$ cat src/rtl/mem_port_arbiter.sv
// mem_port_arbiter: shares one single-port variable-latency memory between IF and MEM requesters
module mem_port_arbiter #(
   parameter int ADDR_W  = 32,
   parameter int DATA_W  = 32,
   parameter int TIMEOUT = 255
) (
   input  logic              clk,
   input  logic              rst,
   input  logic              if_req,
   input  logic [ADDR_W-1:0] if_addr,
   output logic [DATA_W-1:0] if_rdata,
   output logic              if_valid,
   output logic              if_stall,
   input  logic              mem_req,
   input  logic              mem_we,
   input  logic [ADDR_W-1:0] mem_addr,
   input  logic [DATA_W-1:0] mem_wdata,
   output logic [DATA_W-1:0] mem_rdata,
   output logic              mem_valid,
   output logic              mem_stall,
   output logic              ram_cs,
   output logic              ram_we,
   output logic [ADDR_W-1:0] ram_addr,
   output logic [DATA_W-1:0] ram_wdata,
   input  logic [DATA_W-1:0] ram_rdata,
   input  logic              ram_ack,
   output logic              err
);
   typedef enum logic [1:0] {IDLE, BUSY_IF, BUSY_MEM} state_t;
   state_t     state, nxt;
   logic       last_mem, flushed, if_ok, mem_ok, busy, grant_if, grant_mem, done, expire;
   logic [7:0] cnt;
   assign if_stall  = if_req & ~if_valid;
   assign mem_stall = mem_req & ~mem_valid;
   // arbitration and end of transaction; a requester is ineligible in its own valid cycle because that request was just served
   always_comb begin
      if_ok     = if_req & ~if_valid;
      mem_ok    = mem_req & ~mem_valid;
      busy      = state != IDLE;
      grant_mem = ~busy & mem_ok & (~if_ok | ~last_mem);
      grant_if  = ~busy & if_ok & ~grant_mem;
      done      = busy & ram_ack;
      expire    = busy & ~ram_ack & (cnt == 8'(TIMEOUT - 1));
      nxt       = grant_mem ? BUSY_MEM : grant_if ? BUSY_IF : (done | expire) ? IDLE : state;
   end
   // state register
   always_ff @(posedge clk) state <= rst ? IDLE : nxt;
   // memory port, timeout counter and registered results
   always_ff @(posedge clk) begin
      if (rst) begin
         last_mem  <= 1'b0;
         flushed   <= 1'b0;
         cnt       <= '0;
         ram_cs    <= 1'b0;
         ram_we    <= 1'b0;
         ram_addr  <= '0;
         ram_wdata <= '0;
         if_rdata  <= '0;
         mem_rdata <= '0;
         if_valid  <= 1'b0;
         mem_valid <= 1'b0;
         err       <= 1'b0;
      end else begin
         if_valid  <= 1'b0;
         mem_valid <= 1'b0;
         if (grant_if | grant_mem) begin
            ram_cs   <= 1'b1;
            ram_we   <= grant_mem & mem_we;
            ram_addr <= grant_mem ? mem_addr : if_addr;
            if (grant_mem) ram_wdata <= mem_wdata;
            last_mem <= grant_mem;
            flushed  <= 1'b0;
            cnt      <= '0;
         end
         if (busy) begin
            cnt <= cnt + 8'd1;
            if (state == BUSY_IF && !if_req) flushed <= 1'b1;
         end
         if (done | expire) begin
            ram_cs <= 1'b0;
            ram_we <= 1'b0;
            cnt    <= '0;
            err    <= err | expire;
            if (state == BUSY_IF && if_req && !flushed) begin
               if_valid <= 1'b1;
               if_rdata <= done ? ram_rdata : '0;
            end
            if (state == BUSY_MEM) begin
               mem_valid <= 1'b1;
               if (expire || !ram_we) mem_rdata <= done ? ram_rdata : '0;
            end
         end
      end
   end
endmodule
$ cat config.mk
export PLATFORM = sky130hd
export DESIGN_NAME = mem_port_arbiter
export DESIGN_NICKNAME = d
export VERILOG_FILES = /design/src/rtl/mem_port_arbiter.sv
export SDC_FILE = /design/constraint.sdc
export NUM_CORES = 1
export LEC_CHECK = 0
export ABC_AREA = 1
export BUFFER_PORTS_ARGS = -buffer_cell sky130_fd_sc_hd__buf_2
export CAP_MARGIN = 20
export CORE_MARGIN = 5
export CORE_UTILIZATION = 43
export DETAILED_ROUTE_END_ITERATION = 8
export PLACE_DENSITY = 0.84
export SETUP_SLACK_MARGIN = 0.3
export SYNTH_ARGS = -nofsm -noshare
export SYNTH_HDL_FRONTEND = slang
export SYNTH_SLANG_ARGS = --single-unit
$ cat constraint.sdc
create_clock -name clk -period 1.4 [get_ports clk]
set_input_delay 0.28 -clock clk [delete_from_list [all_inputs] [get_ports clk]]
set_output_delay 0.28 -clock clk [all_outputs]
set_load 0.005 [all_outputs]
==> results by group, run 1 <==
STA
  – RSZ-0062 raised after global routing: true
  – Final WS setup: -0.2087 ns
  – Setup TNS: -13.63 ns
  – Endpoints failing setup: 143
  – Clock period minus worst slack: 1.609 ns
  – Fmax: 621.6 MHz
  – Final period util: 1.149
  – Measured slew at the worst slew-check pin: 0.3931 ns
  – Max-slew violations: 0
  – Max_slew headroom: 0.7379
  – Hold Slack: 0.04687 ns
  – Final number of hold-violating endpoints: 0
  – Clk_skew: between 0.01 and 0.015 ns

Global routing
  – Via count of the first global-routing pass: about 6,900
  – Global-route wire length before repair: roughly 34 mm
  – GR Overflow Total: 0
  – Initial antenna violation count: 2
  – GRT Overall Usage: 0.2559
  – Largest net degree at the start of global routing: 60

Critical path
  – Slowest stage delay, CP: around 0.32 ns
  – Critical path type: flip-flop to flip-flop
  – Worst setup SP type: flip-flop
  – Delay-heaviest family, CP: simple AND/OR/NAND/NOR gates
  – Crit path arrival time: 1.92 ns
  – Slowest-stage cell, CP: dfxtp_2
  – Element type at the critical path end: flip-flop
  – Critical Path, Cell by Cell: inv_2 > ha_4 > nand2_4 > nor2_4 > nand3_4 > nand2_8 > buf_12 > nand3_1 > nand2_1 > nor2_1
  – WP buf/inv: 2
  – Crit path max fanout: 28
  – Worst path required time: 1.71 ns

Place
  – Detailed placement HPWL: between 10 and 15 mm
  – IO buf count: 268
  – RD Place Congestion: 0.8877
  – Placed insts: between 1,000 and 1,500

CTS
  – Clock-pin slew on the worst setup and hold paths: ~0.06 ns
  – Clock Sinks: approximately 150
  – Num CTS Buffers: 17
  – H-tree Lvls: 4
  – Clock Tree Buf Depth: 2
  – Worst-skew pair later-pin latency: roughly 0.43 ns
  – CTS tree: done
  – Root Driver: clkbuf_16
  – Hold Buf Count CTS: 0

Yosys
  – Mapped Area: 6035 sq um
  – Compound-gate portion of the synthesized area: 0.09227
  – Seq/Total Area, Yosys: 0.4810
  – Mux share of post-synthesis cell area: 0
  – Avg Cell Area, Syn: about 7 sq um
  – Syn_nets: 985
  – Synth Area in Adders: 0.004147
  – Largest family of logic cells by synthesized area: simple AND/OR/NAND/NOR gates
  – Synth Area in XOR/XNOR: 0.001451
  – Number of library cell types mapped by synthesis: 31
  – Simple-Gate Fraction of Synth Area: 0.3525
  – Synth warn: 0
  – FF+latch count, synth: 145
  – Gate Count Post-Synth: 849

Power and ir drop
  – Cell internal pwr: 0.009217 W
  – Combinational share of power: 0.307
  – P_leak: 5.275 nW
  – Clock power share: 0.343
  – Psw: 0.004396 W
  – IR drop worst, VDD: 1.153 mV
  – Sw frac: 0.3229
  – Reg power frac: 0.350
  – Pwr Density: 1205 nW/um^2

Detailed routing
  – Post-DRT Antenna Nets: 0
  – Drt first pass iters: 8
  – Drt total wl: a little over 30 mm
  – Post-DR vias/cell: 5.686
  – # DRC: 0
  – Vias: 8,057
  – WL/cell: 21.43 um
  – Drt first-iter violations: about 670

Finish
  – Fill cell count: between 700 and 800
  – Nets: 1,358
  – Layout Area Growth over Synthesis: 87.23%
  – Layout cells sized above 1: 0.6502
  – Fin cells: around 1,400

Die
  – Ports: about 270
  – Die H: 128.5 um
  – Area of the core: 13,830 sq um
  – Initial Util: 0.4364
  – Die Span X: between 100 and 150 um
  – Row count: 43
  – Die area: 16,500 sq um

Hold path
  – HP Class: input port to flip-flop

Flow run
  – Max_cap viols: 0

Status
  – Failing checks: negative setup slack
  – Status: finished with violations
==> power by group through the flow <==
stage               clock network, W  logic [W]  registers (W)
floorplan                          0    0.00129        0.00473
global placement                   0    0.00226        0.00469
detailed placement                 0    0.00230        0.00470
CTS                          0.00461    0.00300        0.00462
global route                 0.00489    0.00437        0.00479
finish                       0.00467    0.00418        0.00477
==> placed cells by master, fill, tap and decap left out, types with 3 or more instances in the layout <==
master,synthesis,final
clkbuf_16,0,27
dfxtp_1,145,11
clkinv_4,0,5
nor2_1,47,31
nand3_1,98,87
buf_6,8,102
buf_2,24,188
nand2_4,1,56
nand3_4,0,3
inv_1,23,15
o21ai_1,23,31
buf_12,0,16
nor2_4,6,14
inv_6,0,7
a21oi_1,75,27
buf_16,0,7
nand2_8,0,4
inv_2,2,4
buf_4,2,81
dfxtp_4,0,3
nand2_1,345,224
nand3_2,1,9
dfxtp_2,0,131
a21oi_2,0,47
nand2_2,4,67
nor2_2,1,10
buf_8,0,4
==> worst reg2reg max path, delay by kind of cell (launching register included) <==
| family | cells | cell delay [ns] |
|---|---|---|
| buf+inv | 2 | 0.26 |
| fa+ha+maj | 1 | 0.14 |
| flops | 1 | 0.32 |
| simple gates | 7 | 0.78 |
==> sequential cells by signal (all words and copies together) (netlist names) <==
register / count
if_valid: 1
cnt: 8
if_rdata: 32
ram_we: 1
state: 2
ram_cs: 1
ram_wdata: 32
ram_addr: 32
err: 1
flushed: 1
mem_valid: 1
last_mem: 1
mem_rdata: 32
==> cell type report <==
type | count | area (sq um) | area share
multi-input cells | 623 | 3729 | 0.3300
clock inverters | 14 | 155.1 | 0.01373
diodes | 2 | 5.005 | 0.0004430
inverters | 27 | 146.4 | 0.01296
clock buffers | 18 | 439.2 | 0.03887
repair buffers | 408 | 3521 | 0.3116
well taps | 180 | 225.2 | 0.01993
flip-flops and latches | 145 | 3078 | 0.2724
==> cell usage after synthesis <==
| master | n | area share |
|---|---|---|
| buf_2 | 24 | 0.020 |
| nor3_1 | 1 | 0.00083 |
| nand3_2 | 1 | 0.0017 |
| nor2_8 | 1 | 0.0033 |
| a31o_2 | 1 | 0.0015 |
| nor2_4 | 6 | 0.011 |
| ha_1 | 2 | 0.0041 |
| nor2_2 | 1 | 0.0010 |
| xor2_1 | 1 | 0.0015 |
| clkbuf_1 | 17 | 0.011 |
| buf_4 | 2 | 0.0025 |
| nor2_1 | 47 | 0.029 |
| clkinv_2 | 1 | 0.00083 |
| inv_2 | 2 | 0.0012 |
| nand3_1 | 98 | 0.081 |
| inv_4 | 1 | 0.0010 |
| or2_2 | 1 | 0.0010 |
| clkbuf_2 | 1 | 0.00083 |
| o21ai_0 | 10 | 0.0083 |
| nand4_1 | 1 | 0.0010 |
| buf_1 | 4 | 0.0025 |
| o21ai_1 | 23 | 0.019 |
| a21oi_1 | 75 | 0.062 |
| nand2_2 | 4 | 0.0041 |
| o211ai_1 | 1 | 0.0012 |
| nand3b_1 | 1 | 0.0012 |
| buf_6 | 8 | 0.015 |
| nand2_4 | 1 | 0.0019 |
| inv_1 | 23 | 0.014 |
| dfxtp_1 | 145 | 0.48 |
| nand2_1 | 345 | 0.21 |
==> cells by family after synthesis <==
family / after synthesis
xor gates and xnor gates: 1
buffers and inverters: 83
adders and majority gates: 2
DFF: 145
and+or+nand+nor: 508
AOI/OAI and AO/OA: 110
==> worst paths after layout <==
path           startpoint  slack, ns             to  depth (start not counted)
max                cnt[0]      -0.21  mem_rdata[17]                         10
min          mem_wdata[7]       0.05   ram_wdata[7]                          3
max reg2reg        cnt[0]      -0.21  mem_rdata[17]                         10
min reg2reg           err       0.46            err                          2
==> per-layer routing <==
metal,vias up,GRT usage,wire length (um)
met5,-,0,0
met4,0,0.1267,2189
met3,205,0.08759,3138
met2,620,0.4404,15150
met1,3753,0.2811,9888
li1,3479,-,-
==> metrics by stage <==
stage	utilization	cell area (sq um)	setup slack [ns]	total power, W
detailed placement	0.5653	7816	-0.2974	0.006998
floorplan	-	6123	0.03318	0.006012
finish	0.8171	11300	-0.2087	0.01361
CTS	0.6650	9195	-0.03018	0.01223
global placement	0.5653	7816	-0.2567	0.006948
global route	0.8171	11300	-0.3103	0.01405
==> repair_timing <==
action / CTS / global route
cloned: 10 / 10
setup endpoints to repair: 280 / 280
pin swaps: 22 / 47
buffers inserted: 26 / 50
gates resized for setup: 101 / 447
No activity file was read; power rests on OpenSTA's default activity.
==> run 2, diff against run 1 <==
--- a/config.mk
+++ b/config.mk
@@ -5,13 +5,13 @@
 export SDC_FILE = /design/constraint.sdc
 export NUM_CORES = 1
 export LEC_CHECK = 0
-export ABC_AREA = 1
+export ABC_AREA = 0
 export BUFFER_PORTS_ARGS = -buffer_cell sky130_fd_sc_hd__buf_2
 export CAP_MARGIN = 20
 export CORE_MARGIN = 5
-export CORE_UTILIZATION = 43
+export CORE_UTILIZATION = 42
 export DETAILED_ROUTE_END_ITERATION = 8
-export PLACE_DENSITY = 0.84
+export PLACE_DENSITY = 0.83
 export SETUP_SLACK_MARGIN = 0.3
 export SYNTH_ARGS = -nofsm -noshare
 export SYNTH_HDL_FRONTEND = slang
==> results by group, run 2 <==
Flow run
  – Max_cap viols: 0

Die
  – Initial Util: 0.4292
  – Die area: 16,020 sq um
  – Area of the core: between 10,000 and 15,000 sq um
  – Die Span X: 126.6 um
  – Die H: 126.6 um
  – Ports: 269
  – Row count: 42

Finish
  – Most frequent cells in the layout: 203 x buf_2, 106 x buf_4, 92 x dfxtp_2, 90 x buf_6, 60 x a21oi_2
  – Post-route core utilization: 0.8686
  – Layout Area Growth over Synthesis: 102.4%
  – Most common cell after layout, fill and taps aside: buf_2
  – Nets: 1,204
  – Layout cells sized above 1: 0.7401
  – Fill cell count: 533

Hold path
  – HP Class: input port to flip-flop

Yosys
  – Syn_nets: between 800 and 900
  – Avg Cell Area, Syn: 8.517 sq um
  – Most frequent cell after synthesis: dfxtp_1
  – Post-synth EDFFs: 0
  – Gate Count Post-Synth: 670
  – Asr flop ratio synth: 0
  – Cell taking the most area after synthesis: dfxtp_1
  – Main synth FF type: dfxtp_1
  – Seq/Total Area, Yosys: 0.5087
  – Largest cells by area after synthesis: dfxtp_1 51%, a21oi_1 8.9%, nand2_1 6.8%, nand3_1 6.0%, o2bb2ai_1 4.9%
  – Mapped Area: 5707 sq um
  – Post-synth top area share: 0.5087
  – FF+latch count, synth: 145
  – Number of library cell types mapped by synthesis: 39
  – Synth top cells by count: 145 x dfxtp_1, 103 x nand2_1, 102 x a21oi_1
  – Synth warn: 0

STA
  – Final period util: 1.320
  – Measured slew at the worst slew-check pin: 0.7190 ns
  – Fmax: 541.3 MHz
  – Max-slew violations: 0
  – Clock period minus worst slack: 1.847 ns
  – Endpoints failing setup: 145
  – Setup TNS: -40.40 ns
  – Final WS setup: -0.4473 ns
  – Final number of hold-violating endpoints: 0
  – Max_slew headroom: 0.5207
  – Clk_skew: 0.01413 ns
  – RSZ-0062 raised after global routing: true

Status
  – Status: finished with violations
  – Failing checks: negative setup slack

Critical path
  – Critical Path, Cell by Cell: buf_6 > o21a_4 > buf_6 > nand2_1 > or3_1 > a21oi_1
  – Worst path required time: between 1.5 and 2 ns
  – Worst setup SP type: flip-flop
  – Critical path type: flip-flop to flip-flop
  – Slowest-stage cell, CP: dfxtp_4
  – Slowest stage delay, CP: 0.39 ns
  – R2r setup slk: -0.45 ns
  – Crit path arrival time: around 2.2 ns
  – Element type at the critical path end: flip-flop
  – CP most frequent cell: buf_6
  – Crit path max fanout: 16

Global routing
  – Initial antenna violation count: 4
  – GR Overflow Total: 0
  – Largest net degree at the start of global routing: 66
  – Via count of the first global-routing pass: between 6,000 and 7,000
  – GRT Overall Usage: 0.2771
  – Global-route wire length before repair: 34.93 mm

CTS
  – Root Driver: clkbuf_16
  – H-tree Lvls: 4
  – Hold Buf Count CTS: 0
  – Clock Tree Buf Depth: 2
  – Clock-pin slew on the worst setup and hold paths: 0.07 ns
  – Num CTS Buffers: 17
  – Clock Sinks: 145
  – CTS tree: done
  – Worst-skew pair later-pin latency: 0.43 ns

Place
  – Detailed placement HPWL: 13.95 mm
  – Placement Setup Slack: -0.3231 ns
  – RD Place Congestion: 0.8582
  – IO buf count: 268

Power and ir drop
  – IR drop worst, VDD: 1.149 mV
  – Pwr Density: 1198 nW/um^2
  – P_leak: 4.818 nW

Detailed routing
  – Post-DR vias/cell: 6.222
  – Drt total wl: around 34 mm
  – # DRC: 0
  – WL/cell: 27.11 um
  – Drt first pass iters: 7
  – Vias: a little under 8,000
  – Drt first-iter violations: just over 700
  – Post-DRT Antenna Nets: 0
-- run 2: cell count changes after synthesis, sizes merged, moves of 27 or more --
cell | before | now
a21oi | 75 | 102
a22oi | 0 | 32
nand2 | 350 | 103
nand3 | 99 | 68
nor2 | 55 | 11
o2bb2ai | 0 | 32
or3 | 0 | 33
-- run 2: cells by family (layout without fill, tap and decap cells) --
| family | after synthesis | count (layout) | synth area share |
|---|---|---|---|
| compound gates | 210 | 210 | 0.2300 |
| xor+xnor | 2 | 2 | 0.003070 |
| fa+ha+maj | 2 | 2 | 0.004384 |
| buf+inv | 70 | 481 | 0.05174 |
| flops | 145 | 145 | 0.5087 |
| other cells | 0 | 3 | 0 |
| simple gates | 241 | 241 | 0.2022 |
-- run 2: final timing paths --
path / start / cells after the start / endpoint
max: state[1] / 6 / mem_rdata[3]
min: if_addr[21] / 2 / ram_addr[21]
max reg2reg: state[1] / 6 / mem_rdata[3]
min reg2reg: ram_cs / 2 / ram_cs
-- run 2: where the power goes --
part,internal [W],switching (W),leakage [nW]
Clock,0.00263,0.00203,0.286
Combinational,0.00224,0.00218,3.31
Sequential,0.00447,0.000288,1.23
Total,0.00934,0.00450,4.82
-- run 2: critical path: cells and delay by family, from the launching register on --
| family | cells | cell delay [ns] |
|---|---|---|
| buffers and inverters | 2 | 0.37 |
| flip-flops | 1 | 0.39 |
| AO/OA/AOI/OAI | 2 | 0.51 |
| AND/OR/NAND/NOR | 2 | 0.47 |
-- run 2: layout make-up --
cell class                 count  area [sq um]  area share
sequential                   145          3048      0.2639
inverter                       3         16.27    0.001408
clock buffer                  20         466.7     0.04041
tap                          176         220.2     0.01907
timing repair buffer         446          3891      0.3369
multi-input combinational    455          3776      0.3270
antenna                        3         7.507   0.0006501
clock inverter                12         122.6     0.01062
-- run 2: per-stage QoR --
stage          area [sq um]  total power [W]  std cells  hold WS [ns]
2_1_floorplan          6120         0.005926        670        0.3969
3_3_place_gp           7873         0.006919       1102        0.4344
3_5_place_dp           7873         0.006965       1102        0.4442
4_1_cts                9535          0.01218       1178       0.03940
5_1_grt               11550          0.01417       1260       0.05241
6_report              11550          0.01384       1260       0.05981
-- run 2: per-layer routing --
layer	routed length, um	global-route usage	share of wire
met5	8	0	0.00023
met2	16910	0.4745	0.50
met3	3200	0.08071	0.094
met4	3199	0.1621	0.094
met1	10840	0.3047	0.32
-- run 2: what timing repair did --
item | in CTS | in global routing
buffers inserted | 30 | 72
setup endpoints to repair | 280 | 280
cloned | 14 | 7
resized for setup | 125 | 324
pin swaps | 35 | 78
==> run 3, diff against run 2 <==
--- a/config.mk
+++ b/config.mk
@@ -6,12 +6,12 @@
 export NUM_CORES = 1
 export LEC_CHECK = 0
 export ABC_AREA = 0
-export BUFFER_PORTS_ARGS = -buffer_cell sky130_fd_sc_hd__buf_2
 export CAP_MARGIN = 20
 export CORE_MARGIN = 5
-export CORE_UTILIZATION = 42
+export CORE_UTILIZATION = 55
 export DETAILED_ROUTE_END_ITERATION = 8
-export PLACE_DENSITY = 0.83
+export DONT_BUFFER_PORTS = 1
+export PLACE_DENSITY = 0.8
 export SETUP_SLACK_MARGIN = 0.3
 export SYNTH_ARGS = -nofsm -noshare
 export SYNTH_HDL_FRONTEND = slang
==> results by group, run 3 (same netlist as run 2, synthesis figures left out) <==
STA
  – Final number of hold-violating endpoints: 132
  – Measured slew at the worst slew-check pin: between 0.4 and 0.5 ns
  – Final period util: 1.385
  – Max_slew headroom: 0.7138
  – Fmax: 515.8 MHz
  – RSZ-0062 raised after global routing: true
  – Clk_skew: 0.01765 ns
  – Max-slew violations: 0
  – Clock period minus worst slack: 1.939 ns
  – Final WS setup: -0.5388 ns
  – Hold Slack: -0.2096 ns
  – Endpoints failing setup: 146

Critical path
  – Reg-to-Reg Start: cnt[0]
  – Worst setup SP type: flip-flop
  – CP startpoint: cnt[0]
  – Critical path type: flip-flop to flip-flop
  – CP most frequent cell: buf_4
  – Slowest stage delay, CP: 0.36 ns
  – Element type at the critical path end: flip-flop
  – Worst path required time: 1.84 ns
  – RR Endpoint: cnt[3]
  – Slowest-stage cell, CP: dfxtp_4
  – R2r setup slk: -0.54 ns
  – Critical Path, Cell by Cell: inv_2 > ha_4 > and3b_2 > and3_4 > buf_4 > nor3_2 > buf_4 > and3_1
  – Crit path arrival time: approximately 2.4 ns
  – Setup crit end: cnt[3]
  – Crit path max fanout: 4
  – Worst R2R Path Depth: 8

Power and ir drop
  – Psw: 0.004381 W
  – Cell internal pwr: 0.008641 W
  – Reg power frac: 0.372
  – Sw frac: 0.3364
  – Pwr Density: ~1300 nW/um^2
  – Clock power share: 0.354
  – P_leak: between 3 and 4 nW
  – IR drop worst, VDD: 1.186 mV
  – Combinational share of power: 0.275

Detailed routing
  – Post-DR vias/cell: between 7 and 8
  – WL/cell: 35.97 um
  – Drt first pass iters: 8
  – Routed length on met2: 15.06 mm
  – Drt first-iter violations: 1,135
  – Metal1 wirelength: 9.525 mm
  – Post-DRT Antenna Nets: 0
  – Vias: 6,811
  – Drt total wl: 32.23 mm
  – Top Metal Used: met5
  – WL met3: 4.064 mm
  – # DRC: 0

Finish
  – Most frequent cells in the layout: 101 x dfxtp_2, 74 x a21oi_2, 47 x nand2_1, 36 x dfxtp_4, 34 x nand2_4
  – Design area: 9724 sq um
  – Layout Area Growth over Synthesis: 70.40%
  – Fin cells: 896
  – Layout cells sized above 1: 0.7150
  – Most common cell after layout, fill and taps aside: dfxtp_2
  – Nets: between 800 and 900

Die
  – Ports: approximately 270
  – Area of the core: 10,230 sq um
  – Row count: 37
  – Die area: 12,510 sq um
  – Die H: between 100 and 150 um
  – Initial Util: 0.5578
  – Die Span X: 111.9 um

Place
  – Detailed placement HPWL: 11.46 mm
  – Placed insts: between 700 and 800
  – RD Place Congestion: 0.8309
  – Area after DPL: around 6400 sq um
  – Placement Setup Slack: -0.3600 ns
  – IO buf count: 0

Global routing
  – Via count of the first global-routing pass: around 6,000
  – GRT Overall Usage: 0.3564
  – Largest net degree at the start of global routing: 138
  – Global-route wire length before repair: 35.01 mm
  – GR Overflow Total: 0
  – Initial antenna violation count: 3

CTS
  – Clock-pin slew on the worst setup and hold paths: 0.08 ns
  – Worst-skew pair later-pin latency: 0.56 ns
  – Num CTS Buffers: 17
  – Clock Sinks: 145
  – CTS tree: done
  – Root Driver: clkbuf_8
  – H-tree Lvls: 4
  – Clock Tree Buf Depth: 2

Hold path
  – HP Class: input port to flip-flop
  – Hold Crit Depth: 1

Status
  – Status: finished with violations
  – Failing checks: negative hold slack, negative setup slack

Flow run
  – Max_cap viols: 0
## run 3: changes by cell type in the layout (fill, tap and decap cells not counted), moves of 8 or more
| cell | previous run | this run |
|---|---|---|
| buf_2 | 203 | 0 |
| buf_4 | 106 | 33 |
| buf_6 | 90 | 30 |
| dfxtp_1 | 45 | 8 |
| dfxtp_4 | 8 | 36 |
| a21oi_1 | 41 | 23 |
| a21oi_2 | 60 | 74 |
| dlygate4sd3_1 | 0 | 11 |
| nand2_1 | 57 | 47 |
| dfxtp_2 | 92 | 101 |
| nand2_4 | 26 | 34 |
## run 3: worst max-delay path: cells and delay by family, from the launching register on
| family | cells | cell delay (ns) |
|---|---|---|
| flip-flops | 1 | 0.36 |
| adder cells (fa/ha/maj) | 1 | 0.15 |
| buffers and inverters | 3 | 0.38 |
| AND/OR/NAND/NOR | 4 | 0.93 |
## run 3: area by class of cell
class	count	area, sq um
repair buffers	123	1829
inverters	3	13.76
clock inverters	14	140.1
clock buffers	18	427.9
flip-flops and latches	145	3164
fillers	248	506.7
diodes	2	5.005
well taps	136	170.2
multi-input cells	455	3974
## run 3: what timing repair did
item	in CTS	in global routing
resized for setup	204	303
endpoints found under the hold margin	135	134
pin swaps	54	67
hold buffers	1	10
endpoints found under the setup margin	280	280
buffers inserted	28	8
gates cloned	20	5
## run 3: per-layer routing
metal / track usage / up-vias
met4: 0.2076 / 4
li1: - / 2556
met3: 0.1158 / 309
met1: 0.3597 / 3179
met2: 0.6391 / 763
met5: 0 / -
## run 3: how the worst min path moves through the flow
stage	slack, ns	endpoint	from
5_1_grt	-0.23	ram_wdata[3]	rst
2_1_floorplan	0.40	ram_addr[0]	if_addr[0]
3_5_place_dp	0.37	mem_rdata[12]	rst
6_report	-0.21	ram_wdata[3]	rst
3_3_place_gp	0.36	mem_rdata[8]	rst
4_1_cts	-0.20	ram_wdata[10]	rst
## run 3: power by group through the flow
stage	Clock, W	Sequential (W)	Combinational (W)
after global routing	0.00475	0.00484	0.00368
after detailed placement	0	0.00479	0.00157
after CTS	0.00440	0.00475	0.00274
final	0.00461	0.00484	0.00358
after floorplan	0	0.00471	0.00122
after global placement	0	0.00478	0.00149
## run 3: per-stage QoR
step / hold WS (ns) / total power (W) / util / setup TNS [ns]
finish: -0.2096 / 0.01302 / 0.9505 / -47.28
global route: -0.2269 / 0.01327 / 0.9500 / -50.55
CTS: -0.2012 / 0.01189 / 0.8230 / -23.79
detailed placement: 0.3672 / 0.006362 / 0.6279 / -17.68
global placement: 0.3606 / 0.006274 / 0.6279 / -12.87
floorplan: 0.3969 / 0.005926 / - / -8.421
